[src/rtl/imgproc_msg_pkg.sv]
// Shared constants and types for the image processor message interface.
package imgproc_msg_pkg;

  // Slave register map
  localparam logic [2:0] ADDR_STATUS = 3'd0;
  localparam logic [2:0] ADDR_MSG    = 3'd1;
  localparam logic [2:0] ADDR_ID     = 3'd2;
  localparam logic [2:0] ADDR_BBCOL  = 3'd3;

  // "RBB" bounding-box message header
  localparam logic [31:0] MSG_ID = 32'h00524242;

  // Status register layout
  localparam int unsigned STAT_FLUSH_BIT = 4;
  localparam int unsigned STAT_CNT_MSB   = 15;
  localparam int unsigned STAT_CNT_LSB   = 8;
  localparam logic [31:0] STAT_FLUSH_CMD = 32'd1 << STAT_FLUSH_BIT;

  localparam int unsigned COORD_W = 11;
  typedef logic [COORD_W-1:0] coord_t;

  typedef enum logic [3:0] {
    StCheckId,
    StWaitId,
    StFault,
    StIdle,
    StFlush,
    StRdStat,
    StWaitStat,
    StRdMsg,
    StWaitMsg
  } state_e;

  // A box is non-empty when its corners are ordered on both axes.
  function automatic logic box_nonempty(coord_t x_min, coord_t y_min, coord_t x_max,
                                        coord_t y_max);
    return (x_min <= x_max) && (y_min <= y_max);
  endfunction

endpackage

[src/rtl/imgproc_msg_reader.sv]
// Avalon-MM master that drains the image processor message FIFO and decodes
// "RBB" bounding-box messages for rover control.
module imgproc_msg_reader
  import imgproc_msg_pkg::*;
#(
  parameter int unsigned POLL_INTERVAL = 1024,
  parameter logic [31:0] EXPECTED_ID   = 32'h1234EEE2,
  parameter logic [31:0] MSG_ID        = imgproc_msg_pkg::MSG_ID,
  parameter int unsigned IMAGE_W       = 640
) (
  input  logic        clk,
  input  logic        reset_n,
  output logic        m_chipselect,
  output logic        m_read,
  output logic        m_write,
  output logic [2:0]  m_address,
  output logic [31:0] m_writedata,
  input  logic [31:0] m_readdata,
  input  logic        flush_req,
  output logic        bb_valid,
  output logic        bb_found,
  output logic [10:0] bb_left,
  output logic [10:0] bb_top,
  output logic [10:0] bb_right,
  output logic [10:0] bb_bottom,
  output logic        id_error,
  output logic [7:0]  sync_err_cnt
);

  localparam logic [31:0] PollLast = 32'(POLL_INTERVAL - 1);

  state_e      state_q, state_d;
  logic [31:0] poll_cnt_q, poll_cnt_d;
  logic        flush_pend_q, flush_pend_d;
  logic [1:0]  idx_q, idx_d;
  logic [7:0]  remaining_q, remaining_d;
  coord_t      x_min_q, x_min_d, y_min_q, y_min_d;

  logic        m_read_q, m_read_d;
  logic        m_write_q, m_write_d;
  logic [2:0]  m_address_q, m_address_d;
  logic [31:0] m_writedata_q, m_writedata_d;
  logic        bb_valid_q, bb_valid_d;
  logic        bb_found_q, bb_found_d;
  coord_t      bb_left_q, bb_left_d, bb_top_q, bb_top_d;
  coord_t      bb_right_q, bb_right_d, bb_bottom_q, bb_bottom_d;
  logic        id_error_q, id_error_d;
  logic [7:0]  sync_err_cnt_q, sync_err_cnt_d;

  logic [7:0]  stat_cnt;
  logic [7:0]  rem_dec;
  coord_t      w_hi, w_lo;

  assign stat_cnt = m_readdata[STAT_CNT_MSB:STAT_CNT_LSB];
  assign rem_dec  = remaining_q - 8'd1;
  assign w_hi     = m_readdata[26:16];
  assign w_lo     = m_readdata[10:0];

  // Next-state, message decode and registered bus strobe generation
  always_comb begin
    state_d        = state_q;
    poll_cnt_d     = poll_cnt_q;
    flush_pend_d   = flush_pend_q;
    idx_d          = idx_q;
    remaining_d    = remaining_q;
    x_min_d        = x_min_q;
    y_min_d        = y_min_q;
    bb_valid_d     = 1'b0;
    bb_found_d     = bb_found_q;
    bb_left_d      = bb_left_q;
    bb_top_d       = bb_top_q;
    bb_right_d     = bb_right_q;
    bb_bottom_d    = bb_bottom_q;
    id_error_d     = id_error_q;
    sync_err_cnt_d = sync_err_cnt_q;

    case (state_q)
      // The ID read strobe is raised on the first cycle here, then we move on.
      StCheckId: begin
        if (m_read_q) state_d = StWaitId;
      end
      StWaitId: begin
        if (m_readdata == EXPECTED_ID) begin
          state_d = StIdle;
        end else begin
          state_d    = StFault;
          id_error_d = 1'b1;
        end
      end
      StFault: state_d = StFault;
      StIdle: begin
        if (poll_cnt_q == PollLast) begin
          poll_cnt_d = '0;
          state_d    = flush_pend_q ? StFlush : StRdStat;
        end else begin
          poll_cnt_d = poll_cnt_q + 32'd1;
        end
      end
      StFlush: begin
        flush_pend_d = 1'b0;
        idx_d        = '0;
        state_d      = StIdle;
      end
      StRdStat: state_d = StWaitStat;
      StWaitStat: begin
        if (stat_cnt >= 8'd3) begin
          remaining_d = stat_cnt;
          state_d     = StRdMsg;
        end else begin
          state_d = StIdle;
        end
      end
      StRdMsg: state_d = StWaitMsg;
      StWaitMsg: begin
        remaining_d = rem_dec;
        case (idx_q)
          2'd0: begin
            if (m_readdata == MSG_ID) begin
              idx_d = 2'd1;
            end else if (sync_err_cnt_q != 8'hFF) begin
              sync_err_cnt_d = sync_err_cnt_q + 8'd1;
            end
          end
          2'd1: begin
            x_min_d = w_hi;
            y_min_d = w_lo;
            idx_d   = 2'd2;
          end
          2'd2: begin
            bb_left_d   = x_min_q;
            bb_top_d    = y_min_q;
            bb_right_d  = w_hi;
            bb_bottom_d = w_lo;
            // A right edge beyond the frame means a corrupt box, never a found one.
            bb_found_d  = box_nonempty(x_min_q, y_min_q, w_hi, w_lo) &&
                          (32'(w_hi) < IMAGE_W);
            bb_valid_d  = 1'b1;
            idx_d       = 2'd0;
          end
          default: idx_d = 2'd0;
        endcase
        // Only start a new message when all three of its words are already queued.
        if ((rem_dec >= 8'd1) && ((idx_d != 2'd0) || (rem_dec >= 8'd3))) begin
          state_d = StRdMsg;
        end else begin
          state_d = StIdle;
        end
      end
      default: state_d = StFault;
    endcase

    // A request arriving while FLUSH clears the flag still wins.
    if (flush_req) flush_pend_d = 1'b1;

    // Strobes are registered: they are high for exactly the cycle spent in an issue state.
    m_read_d      = (state_d == StCheckId) || (state_d == StRdStat) || (state_d == StRdMsg);
    m_write_d     = (state_d == StFlush);
    m_writedata_d = m_write_d ? STAT_FLUSH_CMD : '0;
    case (state_d)
      StCheckId:         m_address_d = ADDR_ID;
      StRdStat, StFlush: m_address_d = ADDR_STATUS;
      StRdMsg:           m_address_d = ADDR_MSG;
      default:           m_address_d = m_address_q;
    endcase
  end

  // State and output registers
  always_ff @(posedge clk or negedge reset_n) begin
    if (!reset_n) begin
      state_q        <= StCheckId;
      poll_cnt_q     <= '0;
      flush_pend_q   <= 1'b0;
      idx_q          <= '0;
      remaining_q    <= '0;
      x_min_q        <= '0;
      y_min_q        <= '0;
      m_read_q       <= 1'b0;
      m_write_q      <= 1'b0;
      m_address_q    <= '0;
      m_writedata_q  <= '0;
      bb_valid_q     <= 1'b0;
      bb_found_q     <= 1'b0;
      bb_left_q      <= '0;
      bb_top_q       <= '0;
      bb_right_q     <= '0;
      bb_bottom_q    <= '0;
      id_error_q     <= 1'b0;
      sync_err_cnt_q <= '0;
    end else begin
      state_q        <= state_d;
      poll_cnt_q     <= poll_cnt_d;
      flush_pend_q   <= flush_pend_d;
      idx_q          <= idx_d;
      remaining_q    <= remaining_d;
      x_min_q        <= x_min_d;
      y_min_q        <= y_min_d;
      m_read_q       <= m_read_d;
      m_write_q      <= m_write_d;
      m_address_q    <= m_address_d;
      m_writedata_q  <= m_writedata_d;
      bb_valid_q     <= bb_valid_d;
      bb_found_q     <= bb_found_d;
      bb_left_q      <= bb_left_d;
      bb_top_q       <= bb_top_d;
      bb_right_q     <= bb_right_d;
      bb_bottom_q    <= bb_bottom_d;
      id_error_q     <= id_error_d;
      sync_err_cnt_q <= sync_err_cnt_d;
    end
  end

  assign m_read       = m_read_q;
  assign m_write      = m_write_q;
  assign m_chipselect = m_read_q | m_write_q;
  assign m_address    = m_address_q;
  assign m_writedata  = m_writedata_q;
  assign bb_valid     = bb_valid_q;
  assign bb_found     = bb_found_q;
  assign bb_left      = bb_left_q;
  assign bb_top       = bb_top_q;
  assign bb_right     = bb_right_q;
  assign bb_bottom    = bb_bottom_q;
  assign id_error     = id_error_q;
  assign sync_err_cnt = sync_err_cnt_q;

endmodule
[config.mk]
export PLATFORM = sky130hd
export DESIGN_NAME = imgproc_msg_reader
export DESIGN_NICKNAME = d
export VERILOG_FILES = /design/src/rtl/imgproc_msg_pkg.sv /design/src/rtl/imgproc_msg_reader.sv
export SDC_FILE = /design/constraint.sdc
export NUM_CORES = 1
export LEC_CHECK = 0
export ABC_AREA = 0
export BUFFER_PORTS_ARGS = -buffer_cell sky130_fd_sc_hd__buf_2
export CAP_MARGIN = 20
export CORE_ASPECT_RATIO = 1.5
export CORE_MARGIN = 4
export CORE_UTILIZATION = 35
export DETAILED_ROUTE_END_ITERATION = 8
export GPL_TIMING_DRIVEN = 0
export PLACE_DENSITY_LB_ADDON = 0.08
export SLEW_MARGIN = 20
export SYNTH_ARGS = -nofsm -noshare
export SYNTH_HDL_FRONTEND = slang
export SYNTH_SLANG_ARGS = --single-unit
[constraint.sdc]
create_clock -name clk -period 4.19 [get_ports clk]
set_input_delay 0.2095 -clock clk [delete_from_list [all_inputs] [get_ports clk]]
set_output_delay 0.2095 -clock clk [all_outputs]
set_load 0.02 [all_outputs]
==> results by group, run 1 <==
Outcome
  • Status: finished clean

Synthesis
  • Synthesized instance count: 654
  • Top FF cell, synth: dfrtp_1
  • Post-Synth Simple-Gate Area: 21.4%
  • Post-synth EDFFs: 0
  • Synth Area per Inst: 9.88 sq um
  • Synthesis-stage register bit count: 128
  • Main combinational cell family by area after synthesis: simple AND/OR/NAND/NOR gates
  • Synth Area in Compound Gates: 10.4%
  • Cell Area, Synth: 6460 sq um
  • Cell variety after synth: 71
  • Yosys Warn Count: 0
  • Mux share of post-synthesis cell area: 0.871%
  • Xor and xnor fraction of the mapped netlist area: 5.01%
  • Sequential area share after synthesis: 49.6%
  • Ys async rst share: 100%
  • Post-synthesis adder-cell area fraction: 5.42%

Power
  • Leak: 4.04 nW
  • Internal power: 2.59 mW
  • Switching share of power: 34.4%
  • Psw: 1.36 mW
  • Clock power share: 35.7%
  • Logic gate share of total power: 22.7%
  • Sequential share of power: 41.5%
  • Power Density: 497 nW/um^2
  • Peak supply drop: 0.207 mV

Cells and area
  • Diode count: 0
  • Layout cells sized above 1: 23.6%
  • Area Growth Syn to Fin: 23.0%
  • Final Util: 44.1%
  • Filler cells: 1794
  • Final Net Count: 865
  • Fin cells: 1032

Placed design
  • Setup slack at placement: 1.80 ns
  • Port Buffer Count: 95
  • Placed cell count: 998
  • Hpwl dp: 13.1 mm
  • GP Congestion: 0.841

Floorplanning
  • Initial Util: 35.9%
  • DIE HEIGHT: 174 um
  • Die area: 20800 sq um
  • IO Count: 128
  • Core area: 18000 sq um
  • FP Rows: 60
  • Die Width: 119 um

Clocking
  • CTS tree: done
  • CTS resizes: 0
  • Num CTS Buffers: 17
  • H-tree Lvls: 4
  • Longest Clk Path Bufs: 2
  • Clock Root Buffer: clkbuf_16
  • Setup repair bufs after CTS: 0
  • Clock slew at reported path FFs: 0.06 ns
  • Hold buffers post-CTS: 2
  • CTS Sinks: 128
  • Clk_lat worst skew: 0.42 ns

Timing
  • Unrepaired setup endpoints after global routing: false
  • Slew headroom: 59.8%
  • Worst-Margin Slew: 0.594 ns
  • Worst Skew: 0.00831 ns
  • Final Setup Violations: 0
  • Final Hold Viols: 0
  • PnR worst setup slack: 1.86 ns
  • Fin Setup TNS: 0 ns
  • Final worst-path cycle share: 55.7%
  • F_max: 428 MHz
  • Max-slew violations: 0
  • Minimum clock period: 2.33 ns

Setup path
  • Critical-path cell list: nor4_1 -> nand4_2 -> nor4b_1 -> nor2_1 -> o31ai_1 -> a21oi_1
  • Setup CP Type: flop to flop
  • Cell family with most CP delay: simple AND/OR/NAND/NOR gates
  • CP Launch Type: flop
  • Worst path arrival time: 2.63 ns
  • Flop2flop setup slack: 1.86 ns
  • Bufs and invs on worst path: 0
  • CP peak stage delay: 0.57 ns
  • Crit path max fanout: 6
  • Data required, critical path: 4.49 ns
  • Slowest cell on the critical path: nor4b_1
  • CP Capture Type: flop

Route
  • Vias per Instance: 4.93
  • WL final: 16.7 mm
  • First-iteration detailed-routing DRC count: 266
  • Via count: 5087
  • Post-DRT Antenna Nets: 0
  • Routed len/inst: 16.1 um
  • DRC errors left: 0
  • Drt pass-1 iters: 5

Hold path
  • HP Class: primary input to flop

Global route
  • Largest net degree at the start of global routing: 74
  • Vias in the first global route: 5274
  • First-pass GRT wire length: 27.4 mm
  • Grt ovf: 0
  • Antenna violations before repair: 0
  • Total global routing track utilization: 16.6%

Flow run
  • MaxCap Viol Count: 0
## final timing paths
path / startpoint / endpoint / cells after the start
min in group asynchronous: reset_n / bb_left[9] / 2
max reg2reg: poll_cnt_q[23] / m_address[0] / 6
min reg2reg: id_error / id_error / 1
max in group asynchronous: reset_n / poll_cnt_q[29] / 3
max: poll_cnt_q[23] / m_address[0] / 6
min: m_readdata[12] / remaining_q[4] / 2
## power by group through the flow
| stage | sequential (mW) | clock [mW] | combinational, mW |
|---|---|---|---|
| 6_report | 1.64 | 1.41 | 0.899 |
| 5_1_grt | 1.68 | 1.51 | 1.00 |
| 4_1_cts | 1.65 | 1.46 | 0.912 |
| 3_5_place_dp | 1.67 | 0 | 0.906 |
| 3_3_place_gp | 1.66 | 0 | 0.891 |
| 2_1_floorplan | 1.80 | 0 | 0.428 |
## cell families after synthesis
logic type	count (synthesis)
AOI/OAI and AO/OA	104
xor gates and xnor gates	37
adders and majority gates	28
buffers and inverters	87
DFF	128
muxes	5
other	1
and+or+nand+nor	264
## registers in the layout, indices dropped and copies added, names as in the netlist, 2 cells and up
name          count
y_min_q          11
state_q           4
bb_left          11
m_address         2
idx_q             2
bb_top           11
sync_err_cnt      8
remaining_q       8
bb_bottom        11
poll_cnt_q       32
bb_right         11
x_min_q          11
## through the flow
stage	area (sq um)	power (mW)	hold WS (ns)
after floorplan	6580	2.23	-0.0861
after global placement	7330	2.55	0.411
after detailed placement	7360	2.57	0.170
after CTS	7950	4.01	0.0501
after global routing	7950	4.19	0.0567
final	7950	3.95	0.0649
## cell usage after synthesis (3+ instances only)
cell type	count	area, sq um
nand4_1	17	106
or3_1	6	37.5
and3_1	6	37.5
and4_1	5	43.8
mux2_2	5	56.3
nand3_1	16	80.1
nor2b_1	5	31.3
o21a_1	3	22.5
nand2b_1	6	37.5
a21oi_1	6	30.0
clkbuf_1	12	45.0
xor2_1	9	78.8
nor4_1	7	43.8
inv_1	35	131
buf_2	5	25.0
buf_4	34	255
nor4b_1	5	43.8
nor3_1	7	35.0
a221o_1	5	50.1
o21ai_1	3	15.0
ha_1	28	350
a21o_1	4	30.0
xnor2_1	28	245
dfrtp_1	128	3200
o21ai_0	53	265
nand2_1	130	488
nor2_1	31	116
## cells in the final DEF (no fill, tap or decap), types with 7 or more instances in the layout
master     synthesis  final
xor2_1             9      9
inv_1             35     35
nor3_1             7      7
buf_2              5     99
nand3_1           16     16
xnor2_1           28     28
buf_4             34     34
conb_1             1     32
clkbuf_16          0     17
clkbuf_1          12     12
nand2_1          130    130
o21ai_0           53     53
nor2_1            31     31
dfrtp_1          128    128
nand4_1           17     17
nor4_1             7      7
ha_1              28     28
## routing by layer
layer  vias to the layer above  routed length, um  global-route usage, %
met4                         0                276                   5.12
met2                        93               9660                   32.5
met3                        20                526                   3.65
li1                       2490                  -                      -
met5                         -                  0                      0
met1                      2484               6180                   17.4
## cell type report
class / instances / area [sq um] / share of cell area [%]
plain buffers: 52 / 337 / 4.23
clock buffers: 17 / 425 / 5.35
clock inverters: 15 / 139 / 1.75
inverters: 35 / 131 / 1.65
multi-input cells: 470 / 2910 / 36.6
flip-flops and latches: 128 / 3200 / 40.3
well taps: 217 / 272 / 3.42
repair buffers: 98 / 533 / 6.71
Note: power is estimated with default switching activity, not from simulation.
==> inputs of run 2 (changes only) <==
==> constraint.sdc (replaced) <==
create_clock -name clk -period 2 [get_ports clk]
set_input_delay 0.1 -clock clk [delete_from_list [all_inputs] [get_ports clk]]
set_output_delay 0.1 -clock clk [all_outputs]
set_load 0.02 [all_outputs]
==> results by group, run 2 (synthesis gave the netlist of run 1 again) <==
Setup path
  • Setup CP Type: flop to flop (unchanged)
  • CP Capture Type: flop (unchanged)
  • Data required, critical path: 2.31 ns (was 4.49 ns)
  • Crit path max fanout: 4 (was 6)
  • Worst path arrival time: 2.33 ns (was 2.63 ns)
  • CP Launch Type: flop (unchanged)

Placed design
  • Hpwl dp: 13.1 mm (unchanged)
  • Setup slack at placement: -0.387 ns (was 1.80 ns)
  • Port Buffer Count: 95 (unchanged)
  • DP Area: 7360 sq um (unchanged)
  • GP Congestion: 0.841 (unchanged)

Timing
  • Final worst-path cycle share: 101% (was 55.7%)
  • Unrepaired setup endpoints after global routing: true (was false)
  • Worst Skew: 0.0107 ns (was 0.00831 ns)
  • PnR worst setup slack: -0.0245 ns (was 1.86 ns)
  • Final Setup Violations: 2 (was 0)
  • Slew headroom: 60.9% (was 59.8%)
  • Final Hold Viols: 0 (unchanged)
  • Minimum clock period: 2.02 ns (was 2.33 ns)
  • F_max: 494 MHz (was 428 MHz)
  • Fin Setup TNS: -0.0335 ns (was 0 ns)
  • Max-slew violations: 0 (unchanged)
  • Worst-Margin Slew: 0.578 ns (was 0.594 ns)

Route
  • First-iteration detailed-routing DRC count: 270 (was 266)
  • Via count: 5318 (was 5087)
  • Drt pass-1 iters: 4 (was 5)
  • DRC errors left: 0 (unchanged)
  • Post-DRT Antenna Nets: 0 (unchanged)
  • Vias per Instance: 4.92 (was 4.93)
  • Routed len/inst: 16.4 um (was 16.1 um)
  • WL final: 17.7 mm (was 16.7 mm)

Global route
  • First-pass GRT wire length: 28.4 mm (was 27.4 mm)
  • Antenna violations before repair: 0 (unchanged)
  • Vias in the first global route: 5489 (was 5274)
  • Grt ovf: 0 (unchanged)
  • Largest net degree at the start of global routing: 74 (unchanged)
  • Total global routing track utilization: 17.2% (was 16.6%)

Clocking
  • Clock slew at reported path FFs: 0.06 ns (about the same)
  • Longest Clk Path Bufs: 2 (unchanged)
  • Clock Root Buffer: clkbuf_16 (unchanged)
  • CTS tree: done (unchanged)
  • CTS Sinks: 128 (unchanged)
  • Clk_lat worst skew: 0.42 ns (about the same)
  • Num CTS Buffers: 17 (unchanged)
  • H-tree Lvls: 4 (unchanged)

Cells and area
  • Most frequent cells in the layout: 126 x nand2_1, 123 x dfrtp_1, 97 x buf_2, 74 x buf_4, 52 x o21ai_0 (was 130 x nand2_1, 128 x dfrtp_1, 99 x buf_2, 53 x o21ai_0, 35 x inv_1)
  • Layout cells sized above 1: 31.3% (was 23.6%)
  • Post-route cell area: 8620 sq um (was 7950 sq um)
  • Most flop-heavy register: poll_cnt_q (unchanged)
  • Final Net Count: 914 (was 865)
  • Most common cell after layout, fill and taps aside: nand2_1 (unchanged)
  • Largest register FFs: 32 (unchanged)
  • Diode count: 0 (unchanged)
  • Filler cells: 1739 (was 1794)
  • Area Growth Syn to Fin: 33.4% (was 23.0%)

Floorplanning
  • IO Count: 128 (unchanged)
  • Initial Util: 35.9% (unchanged)
  • FP Rows: 60 (unchanged)
  • Core area: 18000 sq um (unchanged)
  • DIE HEIGHT: 174 um (unchanged)
  • Die Width: 119 um (unchanged)
  • Die area: 20800 sq um (unchanged)

Power
  • Leak: 4.39 nW (was 4.04 nW)
  • Peak supply drop: 0.446 mV (was 0.207 mV)
  • Power Density: 1000 nW/um^2 (was 497 nW/um^2)

Outcome
  • Status: complete, but fails checks (was finished clean)
  • Failing checks: setup timing

Hold path
  • HP Class: primary input to flop (unchanged)

Flow run
  • MaxCap Viol Count: 0 (unchanged)
==> run 2: changes by cell type in the layout (fill, tap and decap cells not counted), moves of 5 or more <==
cell           delta
buf_4            +40
clkbuf_1          -8
clkbuf_2          +5
dfrtp_1           -5
dfrtp_2           +5
dlygate4sd3_1     +8
nor4_1            -5
==> run 2: power by group <==
| group | switching, mW | leakage, nW | internal [mW] | total, mW |
|---|---|---|---|---|
| Combinational | 1.28 | 2.54 | 0.941 | 2.22 |
| Clock | 1.32 | 0.274 | 1.65 | 2.96 |
| Sequential | 0.373 | 1.58 | 3.07 | 3.44 |
==> run 2: routing by layer <==
| metal | wire [um] | track usage [%] |
|---|---|---|
| met1 | 6440 | 17.9 |
| met5 | 0 | 0 |
| met2 | 10400 | 34.0 |
| met4 | 262 | 5.12 |
| met3 | 561 | 3.61 |
==> run 2: final timing paths <==
check | startpoint | endpoint | slack (ns) | depth (start not counted)
worst max register to register | poll_cnt_q[22] | m_address[1] | -0.02 | 7
worst min-delay path | m_readdata[3] | bb_bottom[3] | 0.01 | 3
max in group asynchronous | reset_n | poll_cnt_q[13] | 1.05 | 3
min in group asynchronous | reset_n | bb_left[9] | 0.19 | 2
worst max-delay path | poll_cnt_q[22] | m_address[1] | -0.02 | 7
worst min register to register | id_error | id_error | 0.47 | 1
==> run 2: through the flow <==
stage	utilization, %	cells	total power [mW]	hold slack (ns)
after floorplan	-	685	4.67	-0.196
after global placement	40.7	997	5.34	0.302
after detailed placement	40.9	998	5.39	0.0604
after CTS	46.4	1064	8.55	0.000981
after global routing	47.9	1081	9.12	0.0222
final	47.9	1081	8.63	0.0140
==> run 2: worst max-delay path, stage by stage (launching register included) <==
cell and delay (ns):
dfrtp_1 0.44, nor4_4 0.37, nand4_4 0.19, buf_4 0.20, nor4_4 0.29, or3_4 0.19
o32a_1 0.16, o21ai_2 0.06
==> run 2: layout make-up <==
cell class	count	area (sq um)	share of cell area, %
plain buffers	51	359	4.16
repair buffers	148	948	11.0
clock buffers	17	425	4.93
inverters	35	131	1.52
flip-flops and latches	128	3210	37.2
clock inverters	15	139	1.61
well taps	217	272	3.15
multi-input cells	470	3140	36.4
==> run 2: timing repair <==
| item | CTS | global route |
|---|---|---|
| gates cloned | 0 | 0 |
| pin swaps | 18 | 19 |
| hold buffers | 10 | 0 |
| gates resized for setup | 36 | 35 |
| endpoints found under the setup margin | 91 | 81 |
| endpoints found under the hold margin | 67 | 0 |
| buffers inserted | 24 | 19 |
